--- src/rtl/mem_pkg.sv ---
// Shared state encoding and default geometry for the dual-port RAM controller family.
package mem_pkg;

   typedef enum logic [2:0] {
      ST_INIT = 3'd0,
      ST_IDLE = 3'd1,
      ST_WR   = 3'd2,
      ST_RD   = 3'd3,
      ST_RESP = 3'd4
   } state_t;

   localparam int DEF_RAM_WIDTH  = 16;
   localparam int DEF_RAM_DEPTH  = 8;
   localparam int DEF_ADDR_SIZE  = 3;
   localparam int MAX_RD_LATENCY = 4;

   // Read counter spans the enable cycles plus one capture cycle: 0..MAX_RD_LATENCY.
   localparam int LAT_CNT_W = $clog2(MAX_RD_LATENCY + 1);

endpackage

--- src/rtl/dual_ram_init_sweep.sv ---
// Sweep counter: presents one address per enabled cycle, 0..DEPTH-1, wraps to 0 and latches done.
// Single-cycle step; holds its address whenever en is low.
module dual_ram_init_sweep
   import mem_pkg::*;
#(
   parameter int DEPTH = DEF_RAM_DEPTH,
   parameter int AW    = DEF_ADDR_SIZE
) (
   input  logic          clk,
   input  logic          clr,
   input  logic          en,
   output logic [AW-1:0] addr,
   output logic          done
);

   localparam logic [AW-1:0] LAST_ADDR = AW'(DEPTH - 1);

   logic [AW-1:0] cnt_q, cnt_d;
   logic          done_q, done_d;
   logic          wrap;

   assign wrap = en && (cnt_q == LAST_ADDR);

   always_comb begin
      cnt_d  = cnt_q;
      done_d = done_q;
      if (wrap) begin
         cnt_d  = '0;
         done_d = 1'b1;
      end else if (en) begin
         cnt_d = cnt_q + 1'b1;
      end
   end

   always_ff @(posedge clk) begin
      if (clr) begin
         cnt_q  <= '0;
         done_q <= 1'b0;
      end else begin
         cnt_q  <= cnt_d;
         done_q <= done_d;
      end
   end

   assign addr = cnt_q;
   assign done = done_q;

endmodule

--- src/rtl/dual_ram_port_ctrl.sv ---
// Drives the dual-port RAM for one client: clears every word after reset, then serves one request at a time.
// Write 1 cycle, read RD_LATENCY+1 cycles to response; req_ready is low while busy and a response holds until rsp_ready.
module dual_ram_port_ctrl
   import mem_pkg::*;
#(
   parameter int                   RAM_WIDTH  = DEF_RAM_WIDTH,
   parameter int                   RAM_DEPTH  = DEF_RAM_DEPTH,
   parameter int                   ADDR_SIZE  = DEF_ADDR_SIZE,
   parameter int                   RD_LATENCY = 1,
   parameter logic [RAM_WIDTH-1:0] INIT_VALUE = '0
) (
   input  logic                 clk,
   input  logic                 clr,
   input  logic                 req_valid,
   output logic                 req_ready,
   input  logic                 req_wr,
   input  logic [ADDR_SIZE-1:0] req_addr,
   input  logic [RAM_WIDTH-1:0] req_wdata,
   output logic                 rsp_valid,
   input  logic                 rsp_ready,
   output logic [RAM_WIDTH-1:0] rsp_data,
   output logic                 rsp_err,
   output logic                 init_done,
   output logic                 ram_wr_en,
   output logic [ADDR_SIZE-1:0] ram_wr_ad,
   output logic [RAM_WIDTH-1:0] ram_data_in,
   output logic                 ram_rd_en,
   output logic [ADDR_SIZE-1:0] ram_rd_ad,
   input  logic [RAM_WIDTH-1:0] ram_data_out
);

   localparam logic [ADDR_SIZE:0]   DEPTH_LIM   = (ADDR_SIZE + 1)'(RAM_DEPTH);
   localparam logic [LAT_CNT_W-1:0] LAT_CAPTURE = LAT_CNT_W'(RD_LATENCY);
   localparam logic [LAT_CNT_W-1:0] LAT_EN_LAST = LAT_CNT_W'(RD_LATENCY - 1);

   state_t                 state_q, state_d;
   logic [LAT_CNT_W-1:0]   lat_q, lat_d;
   logic                   wr_en_q, wr_en_d;
   logic [ADDR_SIZE-1:0]   wr_ad_q, wr_ad_d;
   logic [RAM_WIDTH-1:0]   din_q, din_d;
   logic                   rd_en_q, rd_en_d;
   logic [ADDR_SIZE-1:0]   rd_ad_q, rd_ad_d;
   logic                   rsp_valid_q, rsp_valid_d;
   logic [RAM_WIDTH-1:0]   rsp_data_q, rsp_data_d;
   logic                   rsp_err_q, rsp_err_d;
   logic                   init_done_q, init_done_d;

   logic                   sweep_en;
   logic                   sweep_done;
   logic [ADDR_SIZE-1:0]   sweep_addr;
   logic                   in_range;

   assign req_ready = (state_q == ST_IDLE);
   assign in_range  = ({1'b0, req_addr} < DEPTH_LIM);
   assign sweep_en  = (state_q == ST_INIT) && !sweep_done;

   dual_ram_init_sweep #(
      .DEPTH (RAM_DEPTH),
      .AW    (ADDR_SIZE)
   ) u_sweep (
      .clk  (clk),
      .clr  (clr),
      .en   (sweep_en),
      .addr (sweep_addr),
      .done (sweep_done)
   );

   always_comb begin
      state_d     = state_q;
      lat_d       = lat_q;
      wr_en_d     = 1'b0;
      wr_ad_d     = wr_ad_q;
      din_d       = din_q;
      rd_en_d     = 1'b0;
      rd_ad_d     = rd_ad_q;
      rsp_valid_d = rsp_valid_q;
      rsp_data_d  = rsp_data_q;
      rsp_err_d   = rsp_err_q;
      init_done_d = init_done_q;

      unique case (state_q)
         ST_INIT: begin
            if (sweep_done) begin
               state_d     = ST_IDLE;
               init_done_d = 1'b1;
            end else begin
               wr_en_d = 1'b1;
               wr_ad_d = sweep_addr;
               din_d   = INIT_VALUE;
            end
         end
         ST_IDLE: begin
            if (req_valid) begin
               if (req_wr) begin
                  // Out-of-range writes still spend the WR slot, just without an enable.
                  state_d = ST_WR;
                  if (in_range) begin
                     wr_en_d = 1'b1;
                     wr_ad_d = req_addr;
                     din_d   = req_wdata;
                  end
               end else if (in_range) begin
                  state_d = ST_RD;
                  rd_en_d = 1'b1;
                  rd_ad_d = req_addr;
                  lat_d   = '0;
               end else begin
                  state_d     = ST_RESP;
                  rsp_valid_d = 1'b1;
                  rsp_data_d  = '0;
                  rsp_err_d   = 1'b1;
               end
            end
         end
         ST_WR: begin
            state_d = ST_IDLE;
         end
         ST_RD: begin
            // Data lands one cycle after the final enable cycle, so capture on the extra RD cycle.
            if (lat_q == LAT_CAPTURE) begin
               state_d     = ST_RESP;
               rsp_valid_d = 1'b1;
               rsp_data_d  = ram_data_out;
               rsp_err_d   = 1'b0;
            end else begin
               lat_d   = lat_q + 1'b1;
               rd_en_d = (lat_q < LAT_EN_LAST);
            end
         end
         ST_RESP: begin
            if (rsp_ready) begin
               state_d     = ST_IDLE;
               rsp_valid_d = 1'b0;
            end
         end
         default: begin
            state_d = ST_INIT;
         end
      endcase
   end

   always_ff @(posedge clk) begin
      if (clr) begin
         state_q     <= ST_INIT;
         lat_q       <= '0;
         wr_en_q     <= 1'b0;
         wr_ad_q     <= '0;
         din_q       <= '0;
         rd_en_q     <= 1'b0;
         rd_ad_q     <= '0;
         rsp_valid_q <= 1'b0;
         rsp_data_q  <= '0;
         rsp_err_q   <= 1'b0;
         init_done_q <= 1'b0;
      end else begin
         state_q     <= state_d;
         lat_q       <= lat_d;
         wr_en_q     <= wr_en_d;
         wr_ad_q     <= wr_ad_d;
         din_q       <= din_d;
         rd_en_q     <= rd_en_d;
         rd_ad_q     <= rd_ad_d;
         rsp_valid_q <= rsp_valid_d;
         rsp_data_q  <= rsp_data_d;
         rsp_err_q   <= rsp_err_d;
         init_done_q <= init_done_d;
      end
   end

   assign ram_wr_en   = wr_en_q;
   assign ram_wr_ad   = wr_ad_q;
   assign ram_data_in = din_q;
   assign ram_rd_en   = rd_en_q;
   assign ram_rd_ad   = rd_ad_q;
   assign rsp_valid   = rsp_valid_q;
   assign rsp_data    = rsp_data_q;
   assign rsp_err     = rsp_err_q;
   assign init_done   = init_done_q;

endmodule

--- config.mk ---
export PLATFORM = sky130hd
export DESIGN_NAME = dual_ram_port_ctrl
export DESIGN_NICKNAME = d
export VERILOG_FILES = /design/src/rtl/mem_pkg.sv /design/src/rtl/dual_ram_init_sweep.sv /design/src/rtl/dual_ram_port_ctrl.sv
export SDC_FILE = /design/constraint.sdc
export NUM_CORES = 1
export LEC_CHECK = 0
export ABC_AREA = 1
export CORE_MARGIN = 10
export CORE_UTILIZATION = 46
export DETAILED_ROUTE_END_ITERATION = 8
export GPL_TIMING_DRIVEN = 0
export PLACE_DENSITY_LB_ADDON = 0.1
export SYNTH_ARGS = -nofsm -noshare
export SYNTH_HDL_FRONTEND = slang
export SYNTH_HIERARCHICAL = 1
export SYNTH_SLANG_ARGS = --single-unit
--- constraint.sdc ---
create_clock -name clk -period 2.8 [get_ports clk]
set_input_delay 0.84 -clock clk [delete_from_list [all_inputs] [get_ports clk]]
set_output_delay 0.84 -clock clk [all_outputs]
set_load 0.01 [all_outputs]
==> impl_metrics.toml <==
[timing]
achievable-frequency_mhz = 373
min_period_over_period_pct = 95.7
min_period_ns = 2.68
fin_worst_skew_ns = 0.00802
fin_setup_tns_ns = 0
holdWs_ns = 0.459
slew_viol_final = 0
hold_violations = 0
rsz_0062_raised_after_global_routing = "no"
final-setup-viol-count = 0

[logic_synthesis]
syn_area_per_cell_um2 = 7.54
synth_async_sr_flop_share_pct = 0
ys_top_cells_by_area = "sky130_fd_sc_hd__dfxtp_1 (48%), sky130_fd_sc_hd__nor2_1 (12%), sky130_fd_sc_hd__o21ai_0 (9.1%)"
synth_nets = 329
netlist_instances = 285
synth.yosys.seq_area_share_pct = 48.4
post_synth_edffs = 0
synth_largest_type_area_fraction_pct = 48.4
synth_area_um2 = 2150
netlist.top_cell.by_area = "sky130_fd_sc_hd__dfxtp_1"
yosysWarnings = 6
synth_most_common_cell = "sky130_fd_sc_hd__nor2_1"
ys_top_cells_by_count = "sky130_fd_sc_hd__nor2_1 (70), sky130_fd_sc_hd__dfxtp_1 (52), sky130_fd_sc_hd__o21ai_0 (39), sky130_fd_sc_hd__nand2_1 (38), sky130_fd_sc_hd__inv_1 (18)"
synthFlopType = "sky130_fd_sc_hd__dfxtp_1"
yosysUniqueCellTypes = 21
yosys_register_bits = 52

[critical_path]
critical_path.max_fanout = 10
critical_path_class = "reg -> out"
reg2reg_setup_slack_ns = 1.28
reg2reg_from = "state_q[1]"
worstRegToRegCells = 8
r2r_end = "ram_data_in[5]"
critPathLaunchType = "flop"
end_kind = "output pin"
worstPathArrival_ns = 1.84
crit_required_ns = 1.96

[cts]
cts_tree = "yes"
clk-insertion-delay-late_ns = 0.31
cts.reportedPaths.clkPinSlew_ns = 0.09
cts.sinks = 52
tritoncts.num_buffers = 5
postCtsSetupRepairBufs = 0
cts_hold_buffers = 0
cts_max_path_buffers = 2
clock_tree.htree_level_count = 2
clock_tree.root_cell = "sky130_fd_sc_hd__clkbuf_8"

[final_layout]
finalInstanceArea_um2 = 3130
post_route_cells_drive_above_1_share_pct = 8.80
postLayoutCoreUtil_pct = 70.4
filler_cell_count = 398
synthToLayoutAreaGrowth_pct = 45.5
layout_net_count = 418
antenna_cells_inserted = 0

[floorplanning]
start_util_pct = 48.4
num_io_pins = 84
design.core.area_um2 = 4440
total_die_area_um2 = 7810
floorplan.die.width_um = 88.4
chipHeight_um = 88.4
rows = 24

[place]
globalplace.congestion = 0.785
port_buffers = 82
dp.final_hpwl_um = 4370
placement.cell_area_um2 = 3040

[outcome]
outcome = "complete, no violations"

[routing]
remaining_drc_errors = 0
detail_route.vias_per_cell = 4.91
wl_um = 5650
final_antenna_violating_net_count = 0
post_drt_wl_per_cell_um = 13.2
vias = 2098
drtIter0Drc = 102
drtPass1Iterations = 4

[power]
power_density_nw_per_um2 = 438
total_power_after_layout_uw = 1370
ir_drop_worst_case_vdd_uv = 364
static-leakage-power_uw = 0.00124

[worst_hold_path]
worstHoldPathType = "reg -> reg"
worstHoldPathCells = 2
hold-path-endpoint = "u_sweep/done"
hold_path_startpoint = "u_sweep/done"

[global_routing]
antenna_found_initial = 0
first_global_vias = 2052
grt_max_degree = 15
groute.usage.overall_pct = 14.8
grt-ovfl-total = 0
global_route_wire_length_before_repair_um = 9230

[run]
max_cap_viol_count = 0
-- stage by stage --
step / instances / setup slack [ns]
after floorplan: 285 / 1.12
after global placement: 419 / 0.437
after detailed placement: 419 / 0.378
after CTS: 427 / 0.0787
after global routing: 427 / 0.0142
final: 427 / 0.122
-- kinds of logic (layout without fill, tap and decap cells) --
group | Yosys count | in the layout | synth area share, %
AND/OR/NAND/NOR | 124 | 124 | 23.0
AO/OA/AOI/OAI | 68 | 68 | 17.8
flip-flops | 52 | 52 | 48.4
buffers and inverters | 36 | 126 | 8.21
adder cells (fa/ha/maj) | 4 | 4 | 2.33
other | 1 | 1 | 0.174
-- worst max-delay path by stage --
stage	end	startpoint	slack, ns	cells after the start
floorplan	req_ready	state_q[2]	1.12	4
global placement	rsp_data[12]	clr	0.44	5
detailed placement	rsp_data[14]	clr	0.38	5
CTS	req_ready	state_q[2]	0.08	5
global route	req_ready	state_q[2]	0.01	5
finish	req_ready	state_q[2]	0.12	5
-- sequential cells by signal, summed over array words and instances (netlist names) --
signal	count
ram_data_in	16
rsp_data	16
lat_q	3
ram_rd_ad	3
ram_wr_ad	3
state_q	3
u_sweep/addr	3
init_done	1
ram_rd_en	1
ram_wr_en	1
rsp_valid	1
u_sweep/done	1
-- placed cells by master, fill, tap and decap left out --
cell                               n
sky130_fd_sc_hd__o21a_1            1
sky130_fd_sc_hd__inv_2             4
sky130_fd_sc_hd__buf_6             4
sky130_fd_sc_hd__o31ai_1           1
sky130_fd_sc_hd__or2_2             2
sky130_fd_sc_hd__nand3_1          11
sky130_fd_sc_hd__ha_1              4
sky130_fd_sc_hd__nor3_1            1
sky130_fd_sc_hd__dfxtp_1          52
sky130_fd_sc_hd__buf_4             2
sky130_fd_sc_hd__a21oi_2          10
sky130_fd_sc_hd__conb_1            1
sky130_fd_sc_hd__inv_1            18
sky130_fd_sc_hd__nand2_2           1
sky130_fd_sc_hd__buf_2             2
sky130_fd_sc_hd__nand2_1          38
sky130_fd_sc_hd__nor2_4            1
sky130_fd_sc_hd__clkbuf_1          7
sky130_fd_sc_hd__o21ai_0          39
sky130_fd_sc_hd__nor2_1           70
sky130_fd_sc_hd__clkbuf_8          6
sky130_fd_sc_hd__clkdlybuf4s50_1  82
sky130_fd_sc_hd__clkbuf_4          1
sky130_fd_sc_hd__a21oi_1          17
-- per-layer routing --
layer	track usage (%)	wire, um	part of all wire [%]
met1	16.4	2340	41
met5	0	0	0
met4	5.29	69	1.2
met3	7.17	597	11
met2	24.2	2650	47
-- what timing repair did --
item | 4_1_cts | 5_1_grt
gates resized for setup | 0 | 1
endpoints found under the hold margin | 0 | 0
endpoints found under the setup margin | 0 | 1
-- worst max-delay path: stages (launching register included) --
cell                              delay [ns]
sky130_fd_sc_hd__dfxtp_1                0.36
sky130_fd_sc_hd__inv_2                  0.11
sky130_fd_sc_hd__nand2_2                0.08
sky130_fd_sc_hd__nor2_4                 0.16
sky130_fd_sc_hd__clkbuf_4               0.25
sky130_fd_sc_hd__clkdlybuf4s50_1        0.57
-- cell type report --
cell class / instances / area, um2 / area share (%)
Buffer: 14 / 96.3 / 3.08
Multi-Input combinational cell: 197 / 932 / 29.8
Inverter: 22 / 82.6 / 2.64
Sequential cell: 52 / 1040 / 33.3
Timing Repair Buffer: 82 / 821 / 26.2
Clock buffer: 8 / 90.1 / 2.88
Tap cell: 52 / 65.1 / 2.08
-- where the power goes --
part,internal [uW],switching [uW],total [uW]
logic,94.8,69.7,165
clock network,202,238,440
registers,756,10.1,766
total,1050,317,1370
Note: power is estimated with default switching activity, not from simulation.
==> RTL change 1: new RTL, same flow settings <==
Encoding of `state_t`: now Gray code (3 bits for 5 states).
--- a/src/rtl/mem_pkg.sv
+++ b/src/rtl/mem_pkg.sv
@@ -2,11 +2,11 @@
 package mem_pkg;
 
    typedef enum logic [2:0] {
-      ST_INIT = 3'd0,
-      ST_IDLE = 3'd1,
-      ST_WR   = 3'd2,
-      ST_RD   = 3'd3,
-      ST_RESP = 3'd4
+      ST_INIT = 3'b000,
+      ST_IDLE = 3'b001,
+      ST_WR   = 3'b011,
+      ST_RD   = 3'b010,
+      ST_RESP = 3'b110
    } state_t;
 
    localparam int DEF_RAM_WIDTH  = 16;
Check against the original RTL: same outputs for any inputs over 10 cycles, from zero or initial values; not proved beyond that.
==> RTL change 1 against the original RTL <==
Synthesized area rose by 5.0%. Cell area rose by 4.0%. Highest routed layer unchanged. Largest cell class unchanged. Clock skew fell by 0.0045 ns. Sequential cell count did not move. Worst setup slack improved by 0.029 ns. Wire length rose by 4.6%.
Power is not compared: it rests on default switching activity, and its combinational part moved more than twofold at a synthesized area within 25%.
==> RTL change 1: results (changes against the original RTL) <==
Status
  – Outcome: finished, final reports clean

Cells and area
  – Fillers: 427 (+7.3%)
  – Final #Nets: 445 (+6.5%)
  – # clk buffers: 5 (-3)
  – Number of non-clock inverters: 25 (+14%)
  – #MultiIn Comb: 222 (+13%)
  – Layout cells sized above 1: 7.71% (-1.1 points)
  – Fraction of area in multi-input gates: 31.3% (+1.5 points)
  – Clock-cell share of area: 2.69% (-0.19 points)
  – NonClk Buf Share: 28.4% (-0.89 points)
  – Non-clock buffers: 95 (-1.0%)
  – Final Instance Count excl. Fillers: 469 (+9.8%)
  – Seq/total area: 32.0% (-1.3 points)

Place
  – Cells after DPL: 461 (+10%)
  – Routability Congestion: 0.821 (+4.6%)
  – Port Buffers: 82 (unchanged)
  – HPWL Detailed: 4540 um (+3.7%)

Setup path
  – Slowest CP cell: clkdlybuf4s50_1
  – R2R Setup Slk: 1.35 ns (+0.07 ns)
  – CP peak stage delay: 0.54 ns (-0.03 ns)
  – CP Data Arrival Time: 1.81 ns (-0.03 ns)
  – Worst reg2reg path depth: 6 (-2)
  – R2R Path End: ram_rd_ad[2]

Drt
  – Post-Route WL: 5910 um (+4.6%)
  – Mean number of vias per cell: 4.56 (-7.1%)
  – Detailed Route Iter0 Violations: 84 (-18%)

Synthesis
  – Avg Inst Size Synth: 7.23 sq um (-4.1%)
  – Seq/Total Area, Yosys: 46.1% (-2.3 points)
  – Synthesized-area fraction occupied by ao, oa, aoi and oai cells: 8.65% (-9.2 points)
  – Adder-cell share of the synthesized area: 2.22% (-0.11 points)
  – Syn Nets: 356 (+8.2%)
  – Post-synth top cells: nor2_1 (82), nand2_1 (76), dfxtp_1 (52), o21ai_0 (28), inv_1 (21)
  – Xor and xnor fraction of the mapped netlist area: 0.388% (+0.39 points)
  – Yosys cell types: 23 (+9.5%)

GRT
  – First-pass GRT wire length: 10300 um (+12%)
  – Largest net degree at the start of global routing: 17 (+2)
  – Vias in the first global route: 2129 (+3.8%)
  – Gr usage total: 14.9% (+0.095 points)

Hold path
  – Hold Path End: init_done
  – HP Start: init_done

Timing
  – Skew final: 0.00349 ns (-0.00453 ns)
## RTL change 1: metal layers
layer	vias to the layer above	routed length (um)	GRT usage [%]
met5	-	0	0
met4	0	68	3.71
met3	8	401	5.15
met2	57	2760	25.2
met1	936	2690	17.5
li1	1139	-	-
## RTL change 1: power groups by stage
stage,Sequential [mW],Combinational (mW),Clock [mW]
3_3_place_gp,0.941,0.904,0
6_report,0.931,0.913,0.424
4_1_cts,0.933,0.924,0.439
2_1_floorplan,0.991,0.495,0
3_5_place_dp,0.948,0.919,0
5_1_grt,0.949,1.03,0.472
## RTL change 1: metrics by stage
| stage | setup slack, ns | area (sq um) | hold slack, ns |
|---|---|---|---|
| 2_1_floorplan | 1.09 | 2260 | 0.432 |
| 4_1_cts | 0.0702 | 3250 | 0.455 |
| 3_5_place_dp | 0.345 | 3160 | 0.444 |
| 5_1_grt | 0.0284 | 3250 | 0.497 |
| 3_3_place_gp | 0.366 | 3160 | 0.439 |
| 6_report | 0.150 | 3250 | 0.452 |
==> RTL change 2: new RTL, config.mk and constraints unchanged <==
Without the edit above. The package constant `MAX_RD_LATENCY` goes from 4 to 8.
--- a/src/rtl/mem_pkg.sv
+++ b/src/rtl/mem_pkg.sv
@@ -12,7 +12,7 @@
    localparam int DEF_RAM_WIDTH  = 16;
    localparam int DEF_RAM_DEPTH  = 8;
    localparam int DEF_ADDR_SIZE  = 3;
-   localparam int MAX_RD_LATENCY = 4;
+   localparam int MAX_RD_LATENCY = 8;
 
    // Read counter spans the enable cycles plus one capture cycle: 0..MAX_RD_LATENCY.
    localparam int LAT_CNT_W = $clog2(MAX_RD_LATENCY + 1);
Behaviour: no difference found for any inputs over 10 cycles, from zero or initial values; that may be too few to reach the edited logic, so the function may still have changed.
==> RTL change 2 against the original RTL <==
Sequential cell count rose by 1. Wire length rose by 16%. Worst setup slack improved by 0.16 ns. Cell area is 11% higher. Synthesized cell count up 19%. Die area increased by 9.9%. Total power up 16%. Sequential share of layout area down 2.7 points. Synthesized area up 13%. Critical path type unchanged.
==> RTL change 2: results (changes against the original RTL) <==
Status
  – Outcome: finished, final reports clean

Place
  – Routability Congestion: 0.813 (+3.5%)
  – HPWL Detailed: 4920 um (+13%)
  – Port Buffers: 82 (unchanged)

Clocking
  – CTS HTree Levels: 2 (unchanged)
  – Number of buffers created by CTS: 5 (unchanged)
  – Post-CTS sizing: 0 (unchanged)
  – Clk root buf: clkbuf_8
  – Clk_lat worst skew: 0.31 ns (about the same)
  – CTS clk-pin slew, worst paths: 0.10 ns
  – Clk buf depth: 2 (unchanged)
  – Setup Buffers After CTS: 0 (unchanged)

Synthesis
  – YS warnings: 6 (unchanged)
  – Ys async rst share: 0% (unchanged)
  – Dominant cells by area after synthesis: dfxtp_1 (44%), nor2_1 (15%), nand2_1 (8.8%), nand3b_1 (5.3%), o21ai_0 (4.3%)
  – Syn Nets: 384 (+17%)
  – Seq/Total Area, Yosys: 43.7% (-4.7 points)
  – Yosys cell types: 27 (+29%)
  – Post-synth top cells: nor2_1 (95), nand2_1 (57), dfxtp_1 (53), inv_1 (27), o21ai_0 (21)

GRT
  – First-pass GRT wire length: 10800 um (+17%)
  – Vias in the first global route: 2213 (+7.8%)
  – Initial antenna violation count: 0 (unchanged)
  – Gr usage total: 15.4% (+0.61 points)
  – Largest net degree at the start of global routing: 18 (+3)

Power and ir drop
  – Max rail drop VDD: 0.000272 V (-25%)
  – Leak pwr: 1.43 nW (+15%)

Drt
  – Total iterations of the first detailed-routing run: 4 (unchanged)
  – Detailed Route Iter0 Violations: 91 (-11%)
  – Mean number of vias per cell: 4.71 (-4.2%)
  – Post-Route WL: 6550 um (+16%)

Cells and area
  – Ant. Diodes: 0 (unchanged)
  – Fillers: 481 (+21%)
  – Final #Nets: 473 (+13%)
  – Layout cells sized above 1: 10.2% (+1.4 points)

Setup path
  – CP peak stage delay: 0.59 ns (+0.02 ns)
  – CP Data Arrival Time: 1.68 ns (-0.16 ns)
  – Crit-path max FO: 7 (-3)
  – Slowest CP cell: clkdlybuf4s50_1

Hold path
  – Hold Crit Class: flop to flop

Timing
  – Skew final: 0.00367 ns (-0.00436 ns)
[RTL change 2: final timing paths]
| path | from | end | slack, ns | cells after the start |
|---|---|---|---|---|
| max | state_q[2] | req_ready | 0.28 | 4 |
| min | init_done | init_done | 0.46 | 2 |
| max reg2reg | state_q[1] | u_sweep/addr[1] | 1.20 | 9 |
| min reg2reg | init_done | init_done | 0.46 | 2 |
[RTL change 2: cell type report]
cell class	count	area [sq um]	area share, %
Clock inverter	3	68.8	1.98
Multi-Input combinational cell	239	1140	32.9
Timing Repair Buffer	82	821	23.6
Clock buffer	5	68.8	1.98
Inverter	33	130	3.75
Buffer	15	92.6	2.67
Tap cell	70	87.6	2.52
Sequential cell	53	1060	30.6
[RTL change 2: routing by layer]
layer | vias to the layer above | global-route usage, % | share of wire, %
met3 | 6 | 6.86 | 8.8
met1 | 1058 | 18.6 | 45
met5 | - | 0 | 0
li1 | 1225 | - | -
met4 | 0 | 4.63 | 1.1
met2 | 65 | 24.1 | 45
[RTL change 2: critical path: cells and delay by family, from the launching register on]
| family | cells | cell delay, ns |
|---|---|---|
| buffers and inverters | 2 | 0.71 |
| DFF | 1 | 0.39 |
| and+or+nand+nor | 2 | 0.27 |
[RTL change 2: kinds of logic (layout without fill, tap and decap cells)]
group / count (synthesis) / count (layout) / synth area share (%)
adders and majority gates: 4 / 4 / 2.06
DFF: 53 / 53 / 43.7
and+or+nand+nor: 198 / 198 / 37.3
buffers and inverters: 48 / 138 / 9.18
AOI/OAI and AO/OA: 36 / 36 / 7.53
other: 1 / 1 / 0.155
[RTL change 2: where the power goes]
group          switching, mW  internal [mW]
clock                  0.269          0.360
sequential           0.00965          0.770
combinational         0.0784          0.101
total                  0.357           1.23
[RTL change 2: per-stage QoR]
stage	setup slack [ns]	cells	area, sq um	hold WS, ns	utilization [%]
2_1_floorplan	1.20	340	2430	0.437	-
3_3_place_gp	0.349	492	3330	0.442	65.3
3_5_place_dp	0.326	492	3330	0.455	65.3
4_1_cts	0.283	500	3470	0.470	68.0
5_1_grt	0.208	500	3470	0.489	68.0
6_report	0.282	500	3470	0.459	68.0
